### src/rtl/vram_arbiter_pkg.sv
// Video timing constants shared by the sync generator, the scan fetch path and
// the VRAM arbiter, plus the arbiter state encoding.
package vram_arbiter_pkg;

  localparam int VT_H_VISIBLE = 256;
  localparam int VT_H_MAX     = 318;
  localparam int VT_V_VISIBLE = 480;
  localparam int VT_V_MAX     = 524;

  // Last in-line group slot is at x=240, so slots stop below 248; the
  // group-0 prefetch for the following line sits in horizontal blanking.
  localparam logic [8:0] VT_FETCH_X_END = 9'd248;
  localparam logic [8:0] VT_FETCH_X_PRE = 9'd310;

  localparam logic [1:0] ST_IDLE     = 2'd0;
  localparam logic [1:0] ST_ACCESS   = 2'd1;
  localparam logic [1:0] ST_ACK_WAIT = 2'd2;

  function automatic logic [9:0] vt_next_line(input logic [9:0] y, input logic [9:0] vmax);
    return (y == vmax) ? 10'd0 : y + 10'd1;
  endfunction

endpackage

### src/rtl/vram_arbiter_scan_fetch.sv
// Scan fetch path: decides scan slots, buffers the fetched byte and shifts
// pixels out MSB first.
module scan_fetch
  import vram_arbiter_pkg::*;
#(
  parameter int H_VISIBLE = VT_H_VISIBLE,
  parameter int H_MAX     = VT_H_MAX,
  parameter int V_VISIBLE = VT_V_VISIBLE,
  parameter int V_MAX     = VT_V_MAX,
  parameter int ADDR_W    = 14
) (
  input  logic              clk,
  input  logic              reset,
  input  logic [8:0]        pixel_x_i,
  input  logic [9:0]        pixel_y_i,
  input  logic              video_on_i,
  input  logic [7:0]        ram_rdata_i,
  output logic              slot_o,
  output logic [ADDR_W-1:0] slot_addr_o,
  output logic              pixel_o
);

  logic [9:0] nxt_line;
  logic [8:0] line;
  logic [4:0] grp;
  logic       line_slot, pre_slot, load;
  logic       slot_q;
  logic [7:0] fbuf_q, shift_q;

  assign nxt_line    = vt_next_line(pixel_y_i, 10'(V_MAX));
  assign line_slot   = (pixel_x_i[2:0] == 3'd0) && (pixel_x_i < VT_FETCH_X_END) &&
                       (pixel_y_i < 10'(V_VISIBLE));
  assign pre_slot    = (pixel_x_i == VT_FETCH_X_PRE) && (nxt_line < 10'(V_VISIBLE));
  assign slot_o      = line_slot || pre_slot;
  assign line        = pre_slot ? nxt_line[8:0] : pixel_y_i[8:0];
  assign grp         = pre_slot ? 5'd0 : pixel_x_i[7:3] + 5'd1;
  assign slot_addr_o = ADDR_W'({line, grp});

  // Group g is loaded on the edge ending x=8g-1; group 0 wraps in at H_MAX.
  assign load = ((pixel_x_i[2:0] == 3'd7) && (pixel_x_i < 9'(H_VISIBLE - 1))) ||
                (pixel_x_i == 9'(H_MAX));

  always_ff @(posedge clk) begin
    if (!reset) begin
      slot_q  <= 1'b0;
      fbuf_q  <= 8'd0;
      shift_q <= 8'd0;
    end else begin
      slot_q <= slot_o;
      if (slot_q) fbuf_q <= ram_rdata_i;
      shift_q <= load ? fbuf_q : {shift_q[6:0], 1'b0};
    end
  end

  assign pixel_o = shift_q[7] && video_on_i;

endmodule

### src/rtl/vram_arbiter.sv
// Single-port VRAM arbiter: scan fetch has priority, the host gets the next
// free cycle and sees a one-cycle ack with read data.
module vram_arbiter
  import vram_arbiter_pkg::*;
#(
  parameter int H_VISIBLE = VT_H_VISIBLE,
  parameter int H_MAX     = VT_H_MAX,
  parameter int V_VISIBLE = VT_V_VISIBLE,
  parameter int V_MAX     = VT_V_MAX,
  parameter int ADDR_W    = 14
) (
  input  logic              clk,
  input  logic              reset,
  input  logic [8:0]        pixel_x,
  input  logic [9:0]        pixel_y,
  input  logic              video_on,
  input  logic              host_req,
  input  logic              host_we,
  input  logic [ADDR_W-1:0] host_addr,
  input  logic [7:0]        host_wdata,
  output logic [7:0]        host_rdata,
  output logic              host_ack,
  output logic [ADDR_W-1:0] ram_addr,
  output logic              ram_we,
  output logic [7:0]        ram_wdata,
  input  logic [7:0]        ram_rdata,
  output logic              pixel_out
);

  logic [1:0]        state_q, state_d;
  logic              scan_slot, scan_bus, grant;
  logic [ADDR_W-1:0] scan_addr, ram_addr_q;
  logic [7:0]        ram_wdata_q, host_rdata_q;

  scan_fetch #(
    .H_VISIBLE(H_VISIBLE), .H_MAX(H_MAX), .V_VISIBLE(V_VISIBLE),
    .V_MAX(V_MAX), .ADDR_W(ADDR_W)
  ) u_scan (
    .clk        (clk),
    .reset      (reset),
    .pixel_x_i  (pixel_x),
    .pixel_y_i  (pixel_y),
    .video_on_i (video_on),
    .ram_rdata_i(ram_rdata),
    .slot_o     (scan_slot),
    .slot_addr_o(scan_addr),
    .pixel_o    (pixel_out)
  );

  // The bus is driven in the decision cycle so a host read returns during ack.
  assign scan_bus   = reset && scan_slot;
  assign grant      = reset && (state_q == ST_IDLE) && host_req && !scan_slot;
  assign ram_addr   = scan_bus ? scan_addr : (grant ? host_addr : ram_addr_q);
  assign ram_we     = grant && host_we;
  assign ram_wdata  = grant ? host_wdata : ram_wdata_q;
  assign host_ack   = reset && (state_q == ST_ACCESS);
  assign host_rdata = (host_ack && !host_we) ? ram_rdata : host_rdata_q;

  always_comb begin
    state_d = state_q;
    case (state_q)
      ST_IDLE:     if (grant) state_d = ST_ACCESS;
      ST_ACCESS:   state_d = ST_ACK_WAIT;
      ST_ACK_WAIT: if (!host_req) state_d = ST_IDLE;
      default:     state_d = ST_IDLE;
    endcase
  end

  always_ff @(posedge clk) begin
    if (!reset) begin
      state_q      <= ST_IDLE;
      ram_addr_q   <= '0;
      ram_wdata_q  <= 8'd0;
      host_rdata_q <= 8'd0;
    end else begin
      state_q     <= state_d;
      ram_addr_q  <= ram_addr;
      ram_wdata_q <= ram_wdata;
      if (host_ack && !host_we) host_rdata_q <= ram_rdata;
    end
  end

endmodule

### config.mk
export PLATFORM = sky130hd
export DESIGN_NAME = vram_arbiter
export DESIGN_NICKNAME = d
export VERILOG_FILES = /design/src/rtl/vram_arbiter_pkg.sv /design/src/rtl/vram_arbiter_scan_fetch.sv /design/src/rtl/vram_arbiter.sv
export SDC_FILE = /design/constraint.sdc
export NUM_CORES = 1
export LEC_CHECK = 0
export BUFFER_PORTS_ARGS = -buffer_cell sky130_fd_sc_hd__buf_4
export CORE_MARGIN = 5
export CORE_UTILIZATION = 30
export DETAILED_ROUTE_END_ITERATION = 12
export SYNTH_ARGS = -nofsm -noshare
export SYNTH_HDL_FRONTEND = slang
export SYNTH_HIERARCHICAL = 1
export SYNTH_SLANG_ARGS = --single-unit
### constraint.sdc
create_clock -name clk -period 6.4 [get_ports clk]
set_input_delay 1.92 -clock clk [delete_from_list [all_inputs] [get_ports clk]]
set_output_delay 1.92 -clock clk [all_outputs]
set_load 0.02 [all_outputs]
# Word-level counts from Yosys, hierarchy flattened
# Cells that the tools add are included.
[op_classes]
add_sub_neg = 2
order_cmp = 4
n_eq_ne = 8
mux = 11
n_reduce_logical = 20
[ops]
columns = ["op", "n"]
rows = [
  ["14-bit two-way mux", 2],
  ["8-bit two-way mux", 3],
  ["10-bit by 9-bit less-than comparator with 1-bit output (second input constant)", 2],
  ["9-bit == test (second input constant)", 2],
  ["9-bit by 8-bit less-than comparator with 1-bit output (second input constant)", 2],
  ["1-bit logical AND", 12],
  ["10-bit by 1-bit adder with 10-bit output (second input constant)", 1],
  ["10-bit == test (second input constant)", 1],
  ["10-bit two-way mux", 1],
  ["9-bit two-way mux", 1],
  ["2-bit one-hot mux with 3 select lines", 1],
  ["5-bit by 1-bit adder with 5-bit output (second input constant)", 1],
  ["5-bit two-way mux", 1],
  ["2-bit two-way mux", 2],
  ["2-bit inequality test (second input constant)", 2],
  ["2-bit AND reduction", 2],
  ["3-bit == test (second input constant)", 1],
  ["3-bit logical NOT", 1],
  ["2-bit by 1-bit == test with 1-bit output (second input constant)", 1],
  ["2-bit == test (second input constant)", 1],
  ["1-bit logical NOT", 2],
  ["2-bit logical NOT", 1],
  ["1-bit logical OR", 2],
]
[totals]
regBits = 49
out_inout_bits = 33
wordCells = 53

# Depth between registers and ports, before layout
[depth]
depth_word = 9
mapped_depth = 13
ltp_nobuf = 11

# By module
# Netlist, hierarchy kept.
[modules_own_cells]
columns = ["mod", "instances", "cells_each", "area_per_inst_um2"]
rows = [
  ["vram_arbiter", 1, 225, 1737.9],
  ["scan_fetch", 1, 136, 1119.8],
]

# Worst setup path before layout
# Ideal clock, no wire load.
[synth_path]
kind = "input to output"
startpoint = "input port pixel_y[0]"
endpoint = "output port ram_addr[10]"
arrival_time_ps = 4182
slack_ps = 298
path_stages = 11
n_path_buf = 3
cell_sequence = "ha_1 -> and4_1 -> xor2_1 -> a2bb2oi_1 -> o211ai_1 -> buf_2 -> nand2_1 -> clkbuf_1 -> o21a_2 -> buf_6 -> a2bb2oi_1"
[synth_between]
elab_chain_len = 9
[synth_rtl]
columns = ["element", "line_no", "rtl"]
rows = [
  ["start, declared", "vram_arbiter.sv:15", "input logic [9:0] pixel_y,"],
  ["10-bit by 1-bit adder with 10-bit output or 10-bit == test (tied branches)", "vram_arbiter_pkg.sv:20", "return (y == vmax) ? 10'd0 : y + 10'd1;"],
  ["10-bit two-way mux", "vram_arbiter_pkg.sv:20", ""],
  ["10-bit by 9-bit less-than comparator with 1-bit output", "vram_arbiter_scan_fetch.sv:33", "assign pre_slot = (pixel_x_i == VT_FETCH_X_PRE) && (nxt_line < 10'(V_VISIBLE));"],
  ["1-bit logical AND", "vram_arbiter_scan_fetch.sv:33", ""],
  ["1-bit logical OR (*)", "vram_arbiter_scan_fetch.sv:34", "assign slot_o = line_slot || pre_slot;"],
  ["named net scan_slot", "vram_arbiter.sv:31", "logic scan_slot, scan_bus, grant;"],
  ["1-bit logical NOT", "vram_arbiter.sv:52", "assign grant = reset && (state_q == ST_IDLE) && host_req && !scan_slot;"],
  ["1-bit logical AND", "vram_arbiter.sv:52", ""],
  ["14-bit two-way mux", "vram_arbiter.sv:53", "assign ram_addr = scan_bus ? scan_addr : (grant ? host_addr : ram_addr_q);"],
  ["14-bit two-way mux (*)", "vram_arbiter.sv:53", ""],
  ["end, declared", "vram_arbiter.sv:23", "output logic [ADDR_W-1:0] ram_addr,"],
]
# Mark *: on every way through the listed nets, which the timed path passes. The rest lies on a longest branch.

# Final worst setup path
[layout_path]
startpoint = "input port pixel_y[0]"
endpoint = "output port ram_addr[9]"
[layout_rtl]
columns = ["element", "line_no", "rtl"]
rows = [
  ["10-bit by 1-bit adder with 10-bit output or 10-bit == test (tied branches)", "vram_arbiter_pkg.sv:20", ""],
  ["10-bit two-way mux (*)", "vram_arbiter_pkg.sv:20", ""],
  ["10-bit by 9-bit less-than comparator with 1-bit output", "vram_arbiter_scan_fetch.sv:33", ""],
  ["1-bit logical AND", "vram_arbiter_scan_fetch.sv:33", ""],
  ["9-bit two-way mux (*)", "vram_arbiter_scan_fetch.sv:35", "assign line = pre_slot ? nxt_line[8:0] : pixel_y_i[8:0];"],
  ["named net scan_addr[9]", "vram_arbiter.sv:32", "logic [ADDR_W-1:0] scan_addr, ram_addr_q;"],
  ["14-bit two-way mux (*)", "vram_arbiter.sv:53", ""],
]
# Marks and branches as above.

==> run summary <==
number of gates resized after cts: 0
Worst Setup End Kind: primary output
synthesized flop and latch total: 49
Root Buffer Master: clkbuf_8
CP Launch Type: input pin
area of the multi-input gates: 1720 µm²
share of layout cells above drive strength 1: 27.4%
top-area cell type share of the netlist area: 34.3%
fin nets: 498
Synth Cell Area: 2860 µm²
Wirelength per Cell: 14.2 µm
Crit path arrival time: 4250 ps
largest net degree at the start of global routing: 33
Core Region: 9280 µm²
Tmin final: 6170 ps
initial antenna violation count: 0
top_reg_cell synth: dfxtp_1
setup ws final: 230 ps
vias in the first global route: 2,672
drt initial violations: 88
CP Class: input pin to primary output
WL final: 8.11 mm
Final Hold Fails: 0
leading area contributor after synthesis: dfxtp_1
total clock sinks: 49
Place WS: 228 ps
count leader, synth: nand2_1
RSZ-0062 raised after global routing: false
initial core utilization: 30.8%
crit path max fanout: 10
endpoints failing setup: 0
power density cells: 196 nW/µm²
Max Freq: 162 MHz
GRT Overall Usage: 14.0%
crit path launch: pixel_y[0]
drt first pass iters: 7
Hold Slack: 447 ps
Ys Warns: 6
R2R setup slack: 4610 ps
Final Cycle Share: 96.4%
CP Data Required Time: 4480 ps
Area Growth Syn to Fin: 30.8%
Placement Cell Area: 3620 µm²
Die Area: 11,600 µm²
Reg-to-Reg Start: state_q[1]
Die Wd: 108 µm
list of most frequent post-synthesis cells: nand2_1 (58), dfxtp_1 (49), a21oi_1 (38), nand2b_1 (29), nand3_1 (23)
Final Core Density: 40.3%
worst skew pair latency: 300 ps
leakage power: 1.51 nW
Post-DP HPWL: 6.19 mm
synthesized net count: 418
vias per cell: 4.96
first-pass GRT wire length: 13.1 mm
gpl congestion: 0.799
Worst Hold Class: flop to flop
Max-slew headroom: 55.8%
worst vdd ir: 0.0736 mV
reg2reg end: ram_wdata_q[3]
Residual DRC: 0
Fillers: 1,008
Clock Tree Buf Depth: 2
row count: 35
capture point of the worst path: ram_addr[9]
status: finished clean
setup_tns: 0 ps
Area contributors post-synth: dfxtp_1 (34%), nand2_1 (7.6%), a21oi_1 (6.7%)
synth unique cells: 52
CTS Buf Count: 5
CTS tree: built
Seq/Total Area, Yosys: 34.3%
Post-synth EDFFs: 0
clock skew: 7.02 ps
Max Cap Violations: 0
final slew viol count: 0
Post-Syn Instances: 361
vias after detailed routing: 2,834
port bufs: 86
ant diodes: 0
ANT nets after route: 0
H-tree depth: 2
clock slew at reported path FFs: 100 ps
Hold Buf Count CTS: 0
post-synthesis async set-or-reset flop share: 0%
Die H: 108 µm
IO Count: 87
Post-CTS Setup Bufs: 0
grt total ovfl: 0
Reg area: 981 µm²
Slew @ Worst Pin: 663 ps
Mapped Avg Cell Area: 7.92 µm²
post-route design area: 3740 µm²
Worst R2R Path Depth: 3
-- layout by cell type, fill, tap and decap left out, types with 8 or more instances in the layout --
cell and n:
a2bb2oi_1 15, a21oi_1 38, nor2b_1 9, mux2i_1 8, dfxtp_1 49, o31ai_1 9
nand3_1 23, nand2_1 58, inv_1 11, nand2b_1 29, o21ai_1 17, buf_4 95
-- where the power goes --
part,total (mW),internal [mW],leakage (nW),switching (mW)
registers,0.324,0.318,0.399,0.00647
clock network,0.227,0.117,0.0543,0.110
logic,0.180,0.0838,1.06,0.0966
total,0.731,0.518,1.51,0.213
-- critical path: stages --
cell and delay, ps:
buf_4 140, ha_1 220, and4_1 240, xor2_1 150
a2bb2oi_1 200, o211ai_1 140, buf_4 190, nor3_1 160
mux2_1 370, nand2b_1 200, o21ai_2 70, a2bb2oi_1 70
buf_4 170
-- logic make-up after synthesis --
family	synth area share [%]
adder cells (fa/ha/maj)	1.31
multiplexers	3.20
AND/OR/NAND/NOR	29.5
XOR/XNOR	2.15
buffers and inverters	5.65
AO/OA/AOI/OAI	23.9
flip-flops	34.3
-- metrics by stage --
stage	std cells	power, mW
6_report	571	0.731
2_1_floorplan	361	0.433
3_5_place_dp	563	0.513
5_1_grt	571	0.772
3_3_place_gp	563	0.510
4_1_cts	571	0.743
-- how the worst min path moves through the flow --
stage                            from                end  depth (start not counted)
floorplan            u_scan/fbuf_q[0]  u_scan/shift_q[0]                          2
CTS                  u_scan/fbuf_q[0]  u_scan/shift_q[0]                          2
finish               u_scan/fbuf_q[0]  u_scan/shift_q[0]                          2
detailed placement   u_scan/fbuf_q[0]  u_scan/shift_q[0]                          2
global placement     u_scan/fbuf_q[0]  u_scan/shift_q[0]                          2
global route        u_scan/shift_q[3]  u_scan/shift_q[4]                          2
-- final cells by class --
type	count	area share, %
clock buffers	5	1.84
clock inverters	3	1.24
inverters	12	1.21
multi-input cells	278	46.1
flip-flops and latches	49	26.2
well taps	129	4.32
repair buffers	95	19.1
-- per-layer routing --
metal,GRT usage [%],up-vias,wire length [µm],part of all wire (%)
li1,-,1431,-,-
met1,19.8,1323,3790,47
met2,21.4,78,3730,46
met3,3.42,2,554,6.8
met4,3.25,0,31,0.38
met5,0,-,0,0
-- sequential cells by signal, summed over array words and instances (netlist names) --
name	count
host_rdata_q	8
u_scan/fbuf_q	8
ram_addr_q	14
state_q	2
ram_wdata_q	8
u_scan/shift_q	8
u_scan/slot_q	1
Power figures use the tool's default switching activity.
